## config.mk

```make
export PLATFORM = sky130hd
export DESIGN_NAME = dm_arbiter
export DESIGN_NICKNAME = d
export VERILOG_FILES = /design/src/rtl/dm_arbiter.sv
export SDC_FILE = /design/constraint.sdc
export NUM_CORES = 1
export LEC_CHECK = 0
export CORE_MARGIN = 2
export CORE_UTILIZATION = 36
export CTS_CLUSTER_SIZE = 24
export DETAILED_ROUTE_END_ITERATION = 10
export PLACE_DENSITY_LB_ADDON = 0.05
export SLEW_MARGIN = 20
export SYNTH_ARGS = -nofsm -noshare
export SYNTH_HDL_FRONTEND = slang
export SYNTH_SLANG_ARGS = --single-unit
```

## constraint.sdc

```tcl
create_clock -name clk -period 1.59 [get_ports clk]
set_input_delay 0.318 -clock clk [delete_from_list [all_inputs] [get_ports clk]]
set_output_delay 0.318 -clock clk [all_outputs]
set_load 0.05 [all_outputs]
```

## src/rtl/dm_arbiter.sv

```systemverilog
// dm_arbiter: shares the single data-memory port between the CPU datapath
// (port 0) and the debug/loader requester (port 1). Each granted access runs
// IDLE (sample and grant) -> ACCESS (one strobe cycle) -> ACK (one ack cycle).
// Every memory-side and requester-side output comes straight from a flop.
module dm_arbiter #(
    parameter int AW         = 11,
    parameter int DW         = 16,
    parameter int FIXED_PRIO = 0
) (
    input  logic          clk,
    input  logic          rst_n,
    input  logic          cpu_req,
    input  logic          cpu_we,
    input  logic [AW-1:0] cpu_addr,
    input  logic [DW-1:0] cpu_wdata,
    output logic          cpu_ack,
    output logic [DW-1:0] cpu_rdata,
    input  logic          dbg_req,
    input  logic          dbg_we,
    input  logic [AW-1:0] dbg_addr,
    input  logic [DW-1:0] dbg_wdata,
    output logic          dbg_ack,
    output logic [DW-1:0] dbg_rdata,
    output logic          mem_rd,
    output logic          mem_wr,
    output logic [AW-1:0] mem_addr,
    output logic [DW-1:0] mem_wdata,
    input  logic [DW-1:0] mem_rdata,
    output logic          busy,
    output logic          grant_id
);

    typedef enum logic [1:0] {IDLE, ACCESS, ACK} state_t;

    state_t        state;
    logic          sel;
    logic          sel_we;
    logic [AW-1:0] sel_addr;
    logic [DW-1:0] sel_wdata;

    // Pick the winner among the requests visible in IDLE and mux its command
    always_comb begin
        if (cpu_req && dbg_req) begin
            sel = (FIXED_PRIO != 0) ? 1'b0 : ~grant_id;
        end else begin
            sel = dbg_req && !cpu_req;
        end
        sel_we    = sel ? dbg_we    : cpu_we;
        sel_addr  = sel ? dbg_addr  : cpu_addr;
        sel_wdata = sel ? dbg_wdata : cpu_wdata;
    end

    // Access sequencer; grant_id doubles as the record of the current winner
    always_ff @(posedge clk or negedge rst_n) begin
        if (!rst_n) begin
            state     <= IDLE;
            mem_rd    <= 1'b0;
            mem_wr    <= 1'b0;
            mem_addr  <= '0;
            mem_wdata <= '0;
            cpu_ack   <= 1'b0;
            dbg_ack   <= 1'b0;
            cpu_rdata <= '0;
            dbg_rdata <= '0;
            busy      <= 1'b0;
            grant_id  <= 1'b1;
        end else begin
            case (state)
                IDLE: begin
                    if (cpu_req || dbg_req) begin
                        grant_id  <= sel;
                        mem_addr  <= sel_addr;
                        mem_wdata <= sel_wdata;
                        mem_rd    <= !sel_we;
                        mem_wr    <= sel_we;
                        busy      <= 1'b1;
                        state     <= ACCESS;
                    end
                end
                ACCESS: begin
                    mem_rd <= 1'b0;
                    mem_wr <= 1'b0;
                    if (mem_rd) begin
                        if (grant_id) begin
                            dbg_rdata <= mem_rdata;
                        end else begin
                            cpu_rdata <= mem_rdata;
                        end
                    end
                    cpu_ack <= !grant_id;
                    dbg_ack <= grant_id;
                    state   <= ACK;
                end
                ACK: begin
                    cpu_ack <= 1'b0;
                    dbg_ack <= 1'b0;
                    busy    <= 1'b0;
                    state   <= IDLE;
                end
                default: begin
                    state <= IDLE;
                end
            endcase
        end
    end

endmodule
```

==> impl_results.md <==
- WL final: 6710 um
- Fin Hold WS: 0.490 ns
- CTS tree: done
- Peak supply drop: between 0.8 and 0.9 mV
- Port Buffers: 140
- Die Footprint: about 8700 um^2
- Met3 Usage GRT: 5.16%
- Antenna violations before repair: 0
- Post-Synthesis Cells: 222
- Hold Path End: mem_wdata[11]
- Post-synthesis register bit count: 67
- Final Slew Violations: 0
- Slew headroom: 75.5%
- Cell variety after synth: 24
- Inst Count DP: 463
- CORE AREA: between 7000 and 8000 um^2
- Worst Clk Skew: 0.00786 ns
- Maxcap violations: 0
- Sequential share of the synthesized area: around 60%
- Met1 GRT Util: 20.6%
- DR iter-0 viols: 44
- # setup viols final: 0
- Compound-Gate Fraction of Synth Area: 7.12%
- H-tree levels: 3
- Height of the chip: 93.2 um
- Hold Path Origin: mem_wdata[11]
- Vias: between 2,000 and 2,500
- Antenna Cells: 0
- Root Driver: clkbuf_8
- Met2 Resource Use GR: 24.3%
- Die W: slightly above 90 um
- RR Endpoint: state[0]
- Vias/cell: roughly 4.6
- Cell family contributing the most delay on the critical path: flip-flops
- Slowest-stage cell, CP: dfrtp_1
- Setup CP Type: flop to flop
- Synth warnings: 0
- Simple-Gate Fraction of Synth Area: between 5 and 6%
- Status: complete, no violations
- Reg2reg start: state[1]
- Final Hold Viols: 0
- Final Critical Period: between 1 and 1.5 ns
- Detail Placement HPWL: 4680 um
- Gr busiest metal: met2
- Final Worst Setup Slack: roughly 0.091 ns
- CP arrival: 1.72 ns
- Initial core utilization: between 30% and 40%
- Reg clk slew, reported paths: 0.08 ns
- Syn-to-layout area delta: 64.4%
- Global placement routability congestion: 0.708
- Worst setup EP type: flop
- Clock buffer depth: 2
- Residual DRC: 0
- RSZ-0062 raised after global routing: false
- Leak: 0.00221 uW
- Layout Nets: around 450
- Worst skew pair latency: between 0.3 and 0.4 ns
- R2R Setup Slk: ~0.09 ns
- Vias in the first global route: approximately 2,100
- Core Rows: 32
- Routed Antenna Nets: 0
- Cells traversed along the worst timing path: inv_1 > ha_1 > nor3b_1 > buf_4 > mux2_2
- Post-synthesis xor/xnor area fraction: 0%
- Share of layout cells above drive strength 1: 36.1%
- Pre-CTS setup slack: -0.119 ns
- Post-Syn Nets: 302
- Synthesized area per cell: 12.9 um^2
- Mapped cell area: around 2900 um^2
- Crit-path max FO: 5
- R2R cell count: 5
- Fmax: 667 MHz
- Io pins: approximately 140
- Post-synthesis mux area share: 23.7%
- Total GRT Usage: roughly 16%
- DRT Pass-1 Iters: 4
- Post-DR wirelength/cell: 14.0 um
- Worst Path Required: 1.81 ns
- Largest net degree at the start of global routing: 68
- Max incr delay on CP: ~0.40 ns
- CP Buf/Inv Count: 2
- Main combinational cell family by area after synthesis: multiplexers
- Hold Crit Class: flop to flop
- Finished Layout Cells: 481
- Power Dens Cells: 2430 nW/um^2
- Startpoint Class: flop
- Hold Crit Depth: 2
- Fin crit share: 94.3%
- Slew @ Worst Pin: 0.367 ns
- Grt ovf: 0
- CTS sink count: 67
- CTS Buf Count: 9
- # Post-CTS Setup Buffers: 0
- First-pass GRT wire length: 10,500 um
- Adder-Cell Fraction of Synth Area: 1.75%
-- layout make-up --
| type | count | area, um^2 |
|---|---|---|
| multi-input cells | 140 | 1110 |
| repair buffers | 153 | 1530 |
| clock inverters | 7 | 124 |
| well taps | 102 | 128 |
| flip-flops and latches | 67 | 1680 |
| fillers | 637 | 3020 |
| inverters | 3 | 11.3 |
| clock buffers | 9 | 124 |
-- cell usage in the layout (no fill, tap or decap), types with 3 or more instances in the layout --
cell,netlist,routed
buf_12,0,14
buf_4,0,62
bufinv_16,0,3
clkbuf_8,0,9
clkdlybuf4s50_1,0,74
dfrtp_1,66,66
ha_1,4,3
inv_1,3,3
mux2_2,35,35
mux2i_1,27,27
nand2_1,28,28
nor2_1,3,3
o21ai_0,11,9
o21ai_1,20,21
-- cells in the mapped netlist, drive strengths merged --
| master | instances | share of area [%] |
|---|---|---|
| a21bo | 2 | 0.70 |
| a21oi | 2 | 0.35 |
| a31oi | 1 | 0.22 |
| buf | 9 | 2.4 |
| clkbuf | 3 | 0.44 |
| dfrtp | 66 | 58 |
| dfstp | 1 | 0.92 |
| ha | 4 | 1.7 |
| inv | 3 | 0.39 |
| mux2 | 36 | 14 |
| mux2i | 27 | 9.4 |
| nand2 | 28 | 3.7 |
| nand3 | 1 | 0.35 |
| nand3b | 2 | 0.66 |
| nor2 | 3 | 0.39 |
| nor2b | 1 | 0.22 |
| nor3b | 1 | 0.26 |
| o21ai | 31 | 5.4 |
| o31ai | 1 | 0.44 |
-- cells by family (layout without fill, tap and decap cells) --
kind of cell / Yosys count / after routing
DFF: 67 / 67
muxes: 63 / 63
AOI/OAI and AO/OA: 37 / 37
and+or+nand+nor: 36 / 36
buffers and inverters: 15 / 172
adders and majority gates: 4 / 4
-- tightest hold or removal path: cells and delay by family, from the launching register on --
family	cells	cell delay, ns
AOI/OAI and AO/OA	1	0.06
DFF	1	0.35
and+or+nand+nor	1	0.05
-- repair_timing --
| action | in CTS | in global routing |
|---|---|---|
| hold buffers | 1 | 0 |
| setup endpoints to repair | 0 | 40 |
| gates resized for setup | 0 | 4 |
| endpoints found under the hold margin | 8 | 0 |
-- metal layers --
layer	up-vias	share of wire [%]
met5	-	0
met4	0	0.97
met3	8	8.9
met2	101	47
met1	1016	43
li1	1081	-
-- state kept, by name, indices dropped and copies added, names as in the netlist --
register   cells
mem_rd         1
busy           1
dbg_rdata     16
mem_wdata     16
mem_wr         1
mem_addr      11
state          2
cpu_rdata     16
dbg_ack        1
grant_id       1
cpu_ack        1
-- worst max-delay path by stage --
stage,end,slack (ns),cells past startpoint,start
floorplan,mem_wr,-0.003,4,grant_id
global placement,state[0],-0.10,5,dbg_req
detailed placement,state[0],-0.12,5,dbg_req
CTS,mem_wdata[0],0.008,4,grant_id
global route,mem_wdata[3],0.009,6,state[0]
finish,state[0],0.09,5,state[1]
-- stage by stage --
step                      area (um^2)  utilization, %  power, uW  setup TNS (ns)
final                            4710            60.9      11400               0
after detailed placement         4420            57.1       9740           -2.34
after global routing             4710            60.9      12100               0
after CTS                        4670            60.5      11500               0
after global placement           4420            57.1       9660           -1.99
after floorplan                  2870               -       7330        -0.00344
-- where the power goes --
part,total (uW),switching [uW],internal (uW)
sequential,3100,518,2580
combinational,6590,4170,2420
clock,1750,697,1060
(Power assumes the default switching activity.)
